**config.mk**
```make
export PLATFORM = sky130hd
export DESIGN_NAME = pc_sequencer
export DESIGN_NICKNAME = d
export VERILOG_FILES = /design/src/rtl/pc_seq_pkg.sv /design/src/rtl/seq_wait_timer.sv /design/src/rtl/pc_sequencer.sv
export SDC_FILE = /design/constraint.sdc
export NUM_CORES = 1
export LEC_CHECK = 0
export BUFFER_PORTS_ARGS = -buffer_cell sky130_fd_sc_hd__buf_4
export CORE_MARGIN = 1.5
export CORE_UTILIZATION = 40
export DETAILED_ROUTE_END_ITERATION = 12
export RECOVER_POWER = 50
export SKIP_LAST_GASP = 1
export SLEW_MARGIN = 30
export SYNTH_ARGS = -nofsm -noshare
export SYNTH_HDL_FRONTEND = slang
export SYNTH_SLANG_ARGS = --single-unit
```
**constraint.sdc**
```tcl
create_clock -name clk -period 2.3 [get_ports clk]
set_input_delay 0.23 -clock clk [delete_from_list [all_inputs] [get_ports clk]]
set_output_delay 0.23 -clock clk [all_outputs]
set_load 0.005 [all_outputs]
```
**src/rtl/pc_seq_pkg.sv**
```systemverilog
// Shared types and constants for the PC sequencer: FSM state encoding,
// the registered control bundle and its Moore decode from state.
package pc_seq_pkg;

  localparam int unsigned TIMEOUT_DEFAULT = 15;
  localparam int unsigned TIMER_W         = 8;

  typedef enum logic [2:0] {
    IDLE,
    FETCH,
    EXEC,
    WB,
    HALT,
    FAULT
  } state_t;

  // Registered control outputs, all pure functions of the state being entered
  typedef struct packed {
    logic imem_req;
    logic pc_en;
    logic jmp_sel;
    logic busy;
    logic fault;
  } ctrl_t;

  // Moore decode; take is the branch decision that applies in WB
  function automatic ctrl_t decode_ctrl(state_t s, logic take);
    ctrl_t c;
    c          = '0;
    c.imem_req = (s == FETCH);
    c.pc_en    = (s == WB);
    c.jmp_sel  = (s == WB) & take;
    c.busy     = (s == FETCH) | (s == EXEC) | (s == WB);
    c.fault    = (s == FAULT);
    return c;
  endfunction

endpackage

```
**src/rtl/seq_wait_timer.sv**
```systemverilog
// Wait timer for instruction fetch.
//   clk, rst : clock, synchronous active-high reset
//   clear    : force count to zero (held while not fetching)
//   en       : count up one per cycle, saturating at the terminal count
//   tc_c     : count has reached TIMEOUT-1 (combinational from the count)
module seq_wait_timer
  import pc_seq_pkg::*;
#(
  parameter int unsigned TIMEOUT = TIMEOUT_DEFAULT
) (
  input  logic clk,
  input  logic rst,
  input  logic clear,
  input  logic en,
  output logic tc_c
);

  logic [TIMER_W-1:0] count;

  assign tc_c = (count == TIMER_W'(TIMEOUT - 1));

  // Saturate at terminal count so a stalled enable can never wrap back to 0
  always_ff @(posedge clk) begin
    if (rst || clear) begin
      count <= '0;
    end else if (en && !tc_c) begin
      count <= count + TIMER_W'(1);
    end
  end

endmodule

```
**src/rtl/pc_sequencer.sv**
```systemverilog
// Multi-cycle fetch/execute/writeback controller for the reduced RISC-V core.
//   clk, rst     : clock, synchronous active-high reset (dominates all inputs)
//   start        : leave IDLE / resume from HALT
//   imem_ready   : instruction word valid this cycle
//   branch, eq   : branch decode and ALU zero flag, sampled in EXEC
//   halt_instr   : halt decode, sampled in EXEC
//   reg_wen_dec  : decoder writeback request, used in WB
//   imem_req     : fetch request at current PC
//   ir_load      : load IR (FETCH & imem_ready)
//   pc_en        : PC advances at next edge (once per retired instruction)
//   jmp_sel      : 1 selects PC+imm, 0 selects PC+4
//   reg_wen      : regfile write enable (WB & reg_wen_dec)
//   busy         : in FETCH/EXEC/WB
//   fault        : sticky fetch-timeout flag
//   instret      : retired-instruction count
module pc_sequencer
  import pc_seq_pkg::*;
#(
  parameter int unsigned TIMEOUT = TIMEOUT_DEFAULT,
  parameter int unsigned CNT_W   = 32
) (
  input  logic             clk,
  input  logic             rst,
  input  logic             start,
  input  logic             imem_ready,
  input  logic             branch,
  input  logic             eq,
  input  logic             halt_instr,
  input  logic             reg_wen_dec,
  output logic             imem_req,
  output logic             ir_load,
  output logic             pc_en,
  output logic             jmp_sel,
  output logic             reg_wen,
  output logic             busy,
  output logic             fault,
  output logic [CNT_W-1:0] instret
);

  state_t state;
  state_t nxt_c;
  ctrl_t  ctrl_q;
  logic   take_q;
  logic   take_d_c;
  logic   tc_c;

  seq_wait_timer #(
    .TIMEOUT (TIMEOUT)
  ) u_timer (
    .clk   (clk),
    .rst   (rst),
    .clear (state != FETCH),
    .en    (state == FETCH),
    .tc_c  (tc_c)
  );

  // Next-state selection; memory ready beats the timeout on the same cycle
  always_comb begin
    nxt_c = state;
    unique case (state)
      IDLE:    if (start) nxt_c = FETCH;
      FETCH: begin
        if (imem_ready)  nxt_c = EXEC;
        else if (tc_c)   nxt_c = FAULT;
      end
      EXEC:    nxt_c = halt_instr ? HALT : WB;
      WB:      nxt_c = FETCH;
      HALT:    if (start) nxt_c = FETCH;
      FAULT:   nxt_c = FAULT;
      default: nxt_c = IDLE;
    endcase
  end

  // Branch decision that will be visible in WB
  assign take_d_c = (state == EXEC) ? (branch & eq) : take_q;

  // State, registered Moore outputs, branch flop and retire counter
  always_ff @(posedge clk) begin
    if (rst) begin
      state   <= IDLE;
      ctrl_q  <= '0;
      take_q  <= 1'b0;
      instret <= '0;
    end else begin
      state  <= nxt_c;
      ctrl_q <= decode_ctrl(nxt_c, take_d_c);
      if (state == EXEC) take_q <= branch & eq;
      if (state == WB)   instret <= instret + CNT_W'(1);
    end
  end

  assign imem_req = ctrl_q.imem_req;
  assign pc_en    = ctrl_q.pc_en;
  assign jmp_sel  = ctrl_q.jmp_sel;
  assign busy     = ctrl_q.busy;
  assign fault    = ctrl_q.fault;
  assign ir_load  = ctrl_q.imem_req & imem_ready;
  assign reg_wen  = ctrl_q.pc_en & reg_wen_dec;

endmodule

```
==> impl_metrics.py <==
metrics = {
    "yosys": {
        "synthSimpleGateAreaFrac_pct": 30.6,
        "ys_seq_elements": 49,
        "netlist_instances": 272,
        "syn_area_mm2": 0.00231,
        "seq_area_frac_synth_pct": 42.5,
        "synth_top_family_by_area": "simple AND/OR/NAND/NOR gates",
        "muxShareOfSynthArea_pct": 0,
        "syn_area_per_cell_um2": 8.48,
        "ys_types": 38,
        "synth_compound_area_share_pct": 15.0,
        "synth_nets": 283,
        "synth_xor_area_share_pct": 6.46,
        "synth.yosys.warnings": 0,
        "synth_fa_ha_area_share_pct": 1.63,
    },
    "worst_setup_path": {
        "path_max_fanout": 24,
        "r2r_start": "instret[13]",
        "r2r_setup_slack_ns": 0.22,
        "cp.arrival_ns": 2.32,
        "cp-start-kind": "register",
        "cp_data_required_time_ns": 2.54,
        "end_kind": "register",
        "rr_worst_depth": 4,
        "path_class": "register to register",
        "reg2reg_to": "instret[25]",
    },
    "timing": {
        "layout_setup_ws_ns": 0.223,
        "relSlewSlack_pct": 62.8,
        "setup_viol": 0,
        "finalClockSkew_ns": 0.00861,
        "min_period_ns": 2.08,
        "worst_pin_slew_ns": 0.551,
        "rsz0062_at_grt": "false",
        "fmax_mhz": 481,
        "finalHoldViolations": 0,
        "slew_viol_final": 0,
        "setup_tns_ns": 0,
        "min_period_over_period_pct": 90.3,
    },
    "detailed_routing": {
        "wl_per_cell_um": 13.3,
        "ant_nets": 0,
        "drc": 0,
        "viasPerCell": 5.43,
        "first_pass_iters": 4,
        "initialDrtViolationCount": 109,
        "finalWirelength_um": 5180,
        "vias": 2116,
    },
    "floorplan": {
        "fp.dieH_um": 78.9,
        "ios": 47,
        "rows": 27,
        "coreArea_mm2": 0.00554,
        "die_area_mm2": 0.00623,
        "die_w_um": 78.9,
        "initial_core_util_pct": 41.6,
    },
    "pwr": {
        "cellLeakagePower_nw": 0.965,
        "cellPowerDensity_mw_per_mm2": 540,
        "fin_total_pwr_w": 0.00151,
        "ir_worst_vdd_uv": 250,
    },
    "cts": {
        "clkLatencyLatePin_ns": 0.30,
        "hold_buffers": 0,
        "cts_buffer_depth": 2,
        "numCtsBuffers": 5,
        "cts-resized-gates": 0,
        "clk_pin_slew_ns": 0.09,
        "cts_tree": "done",
        "cts-root-buf": "clkbuf_8",
        "cts_max_level": 2,
        "post_cts_buffers": 0,
        "clock_sinks": 49,
    },
    "layout": {
        "fillers": 582,
        "ff_latch_area_um2": 981,
        "area.growth.synth_to_final_pct": 21.6,
        "nNetsFinal": 328,
        "layout_commonest_cell": "dfxtp_1",
        "finalNonFillerCells": 390,
        "multi_input_area_mm2": 0.00124,
        "drive_gt1_share_pct": 19.2,
        "layout_common_cells": "dfxtp_1 (49), clkbuf_4 (34), a21oi_1 (26)",
        "antenna_cells": 0,
    },
    "worst_hold_path": {
        "whs_endpoint": "take_q",
        "min_path_cells": 5,
        "min_path_type": "input port to register",
        "holdCritStartpoint": "eq",
    },
    "grt": {
        "grt_pass1_vias": 2031,
        "grt_use_total_pct": 18.0,
        "grt_first_pass_wirelength_um": 9050,
        "grt_overflow": 0,
        "grt_max_degree": 37,
        "antenna_found_initial": 0,
    },
    "placed_design": {
        "place_congestion": 0.789,
        "place_ws_ns": 0.227,
        "place_inst": 382,
        "port_buffers": 46,
        "dpl.hpwl_um": 3630,
    },
    "run_status": {
        "status": "finished clean",
    },
    "run": {
        "drv_cap": 0,
    },
}
## worst max-delay path by stage
stage	startpoint	endpoint	slack [ns]	cells past startpoint
detailed placement	instret[13]	instret[19]	0.23	4
CTS	instret[13]	instret[25]	0.20	4
global placement	instret[13]	instret[19]	0.24	4
floorplan	instret[10]	instret[24]	0.37	5
finish	instret[13]	instret[25]	0.22	4
global route	state[0]	instret[13]	0.03	4
## layout make-up
class / count / share of cell area, %
clock buffers: 7 / 3.44
multi-input cells: 202 / 44.1
flip-flops and latches: 49 / 35.0
well taps: 72 / 3.21
inverters: 9 / 1.20
repair buffers: 50 / 12.9
clock inverters: 1 / 0.178
## Yosys cell counts
| master | n | area share (%) |
|---|---|---|
| a211oi_1 | 3 | 0.98 |
| a21o_1 | 2 | 0.65 |
| a21oi_1 | 26 | 5.6 |
| a22oi_1 | 1 | 0.33 |
| a31oi_1 | 1 | 0.27 |
| and2_1 | 4 | 1.1 |
| and3_1 | 2 | 0.54 |
| and4_1 | 3 | 1.1 |
| and4b_1 | 1 | 0.43 |
| buf_2 | 1 | 0.22 |
| buf_6 | 1 | 0.49 |
| clkbuf_1 | 10 | 1.6 |
| dfxtp_1 | 49 | 43 |
| ha_1 | 3 | 1.6 |
| inv_1 | 9 | 1.5 |
| nand2_1 | 19 | 3.1 |
| nand2b_1 | 1 | 0.27 |
| nand3_1 | 15 | 3.3 |
| nand3b_1 | 1 | 0.33 |
| nand4_1 | 10 | 2.7 |
| nand4_2 | 1 | 0.54 |
| nand4b_1 | 1 | 0.38 |
| nor2_1 | 24 | 3.9 |
| nor2b_1 | 2 | 0.54 |
| nor3_1 | 7 | 1.5 |
| nor3b_1 | 1 | 0.33 |
| nor4_1 | 3 | 0.81 |
| o21ai_0 | 8 | 1.7 |
| o31ai_1 | 14 | 4.6 |
| o32a_1 | 1 | 0.43 |
| o32ai_1 | 1 | 0.38 |
| or2_2 | 2 | 0.54 |
| or3_1 | 7 | 1.9 |
| or3b_2 | 3 | 1.1 |
| or4_1 | 17 | 5.5 |
| or4b_4 | 1 | 0.60 |
| xnor2_1 | 10 | 3.8 |
| xor2_1 | 7 | 2.7 |
## sequential cells by signal (all words and copies together) (netlist names)
register	count
busy	1
state	3
jmp_sel	1
fault	1
u_timer.count	8
take_q	1
imem_req	1
instret	32
pc_en	1
## cells by family after synthesis
logic type,count (synthesis)
flops,49
buf+inv,21
xor+xnor,17
simple gates,125
fa+ha+maj,3
compound gates,57
## worst max-delay path, cell delays in order, from the launching register on
cell,delay (ns)
dfxtp_1,0.42
nand4_1,0.21
or4b_4,0.70
or4_1,0.53
a21oi_1,0.15
## metal layers
metal | global-route usage (%) | vias to the layer above | share of wire (%)
li1 | - | 1096 | -
met1 | 21.9 | 978 | 47
met2 | 31.3 | 35 | 48
met3 | 3.68 | 7 | 3.9
met4 | 7.02 | 0 | 1.6
met5 | 0 | - | 0
## report_power, final
part / internal, W / leakage [nW] / switching, W / total [W]
clock: 0.000272 / 0.0542 / 0.000291 / 0.000563
combinational: 0.0000363 / 0.515 / 0.0000433 / 0.0000796
sequential: 0.000859 / 0.396 / 0.0000116 / 0.000871
## metrics by stage
step / hold WS, ns / utilization (%) / instance area [um^2]
6_report: 0.287 / 50.6 / 2800
3_5_place_dp: 0.467 / 49.1 / 2720
3_3_place_gp: 0.467 / 49.1 / 2720
5_1_grt: 0.298 / 50.6 / 2800
2_1_floorplan: 0.446 / - / 2310
4_1_cts: 0.276 / 50.9 / 2820
(Power assumes the default switching activity.)
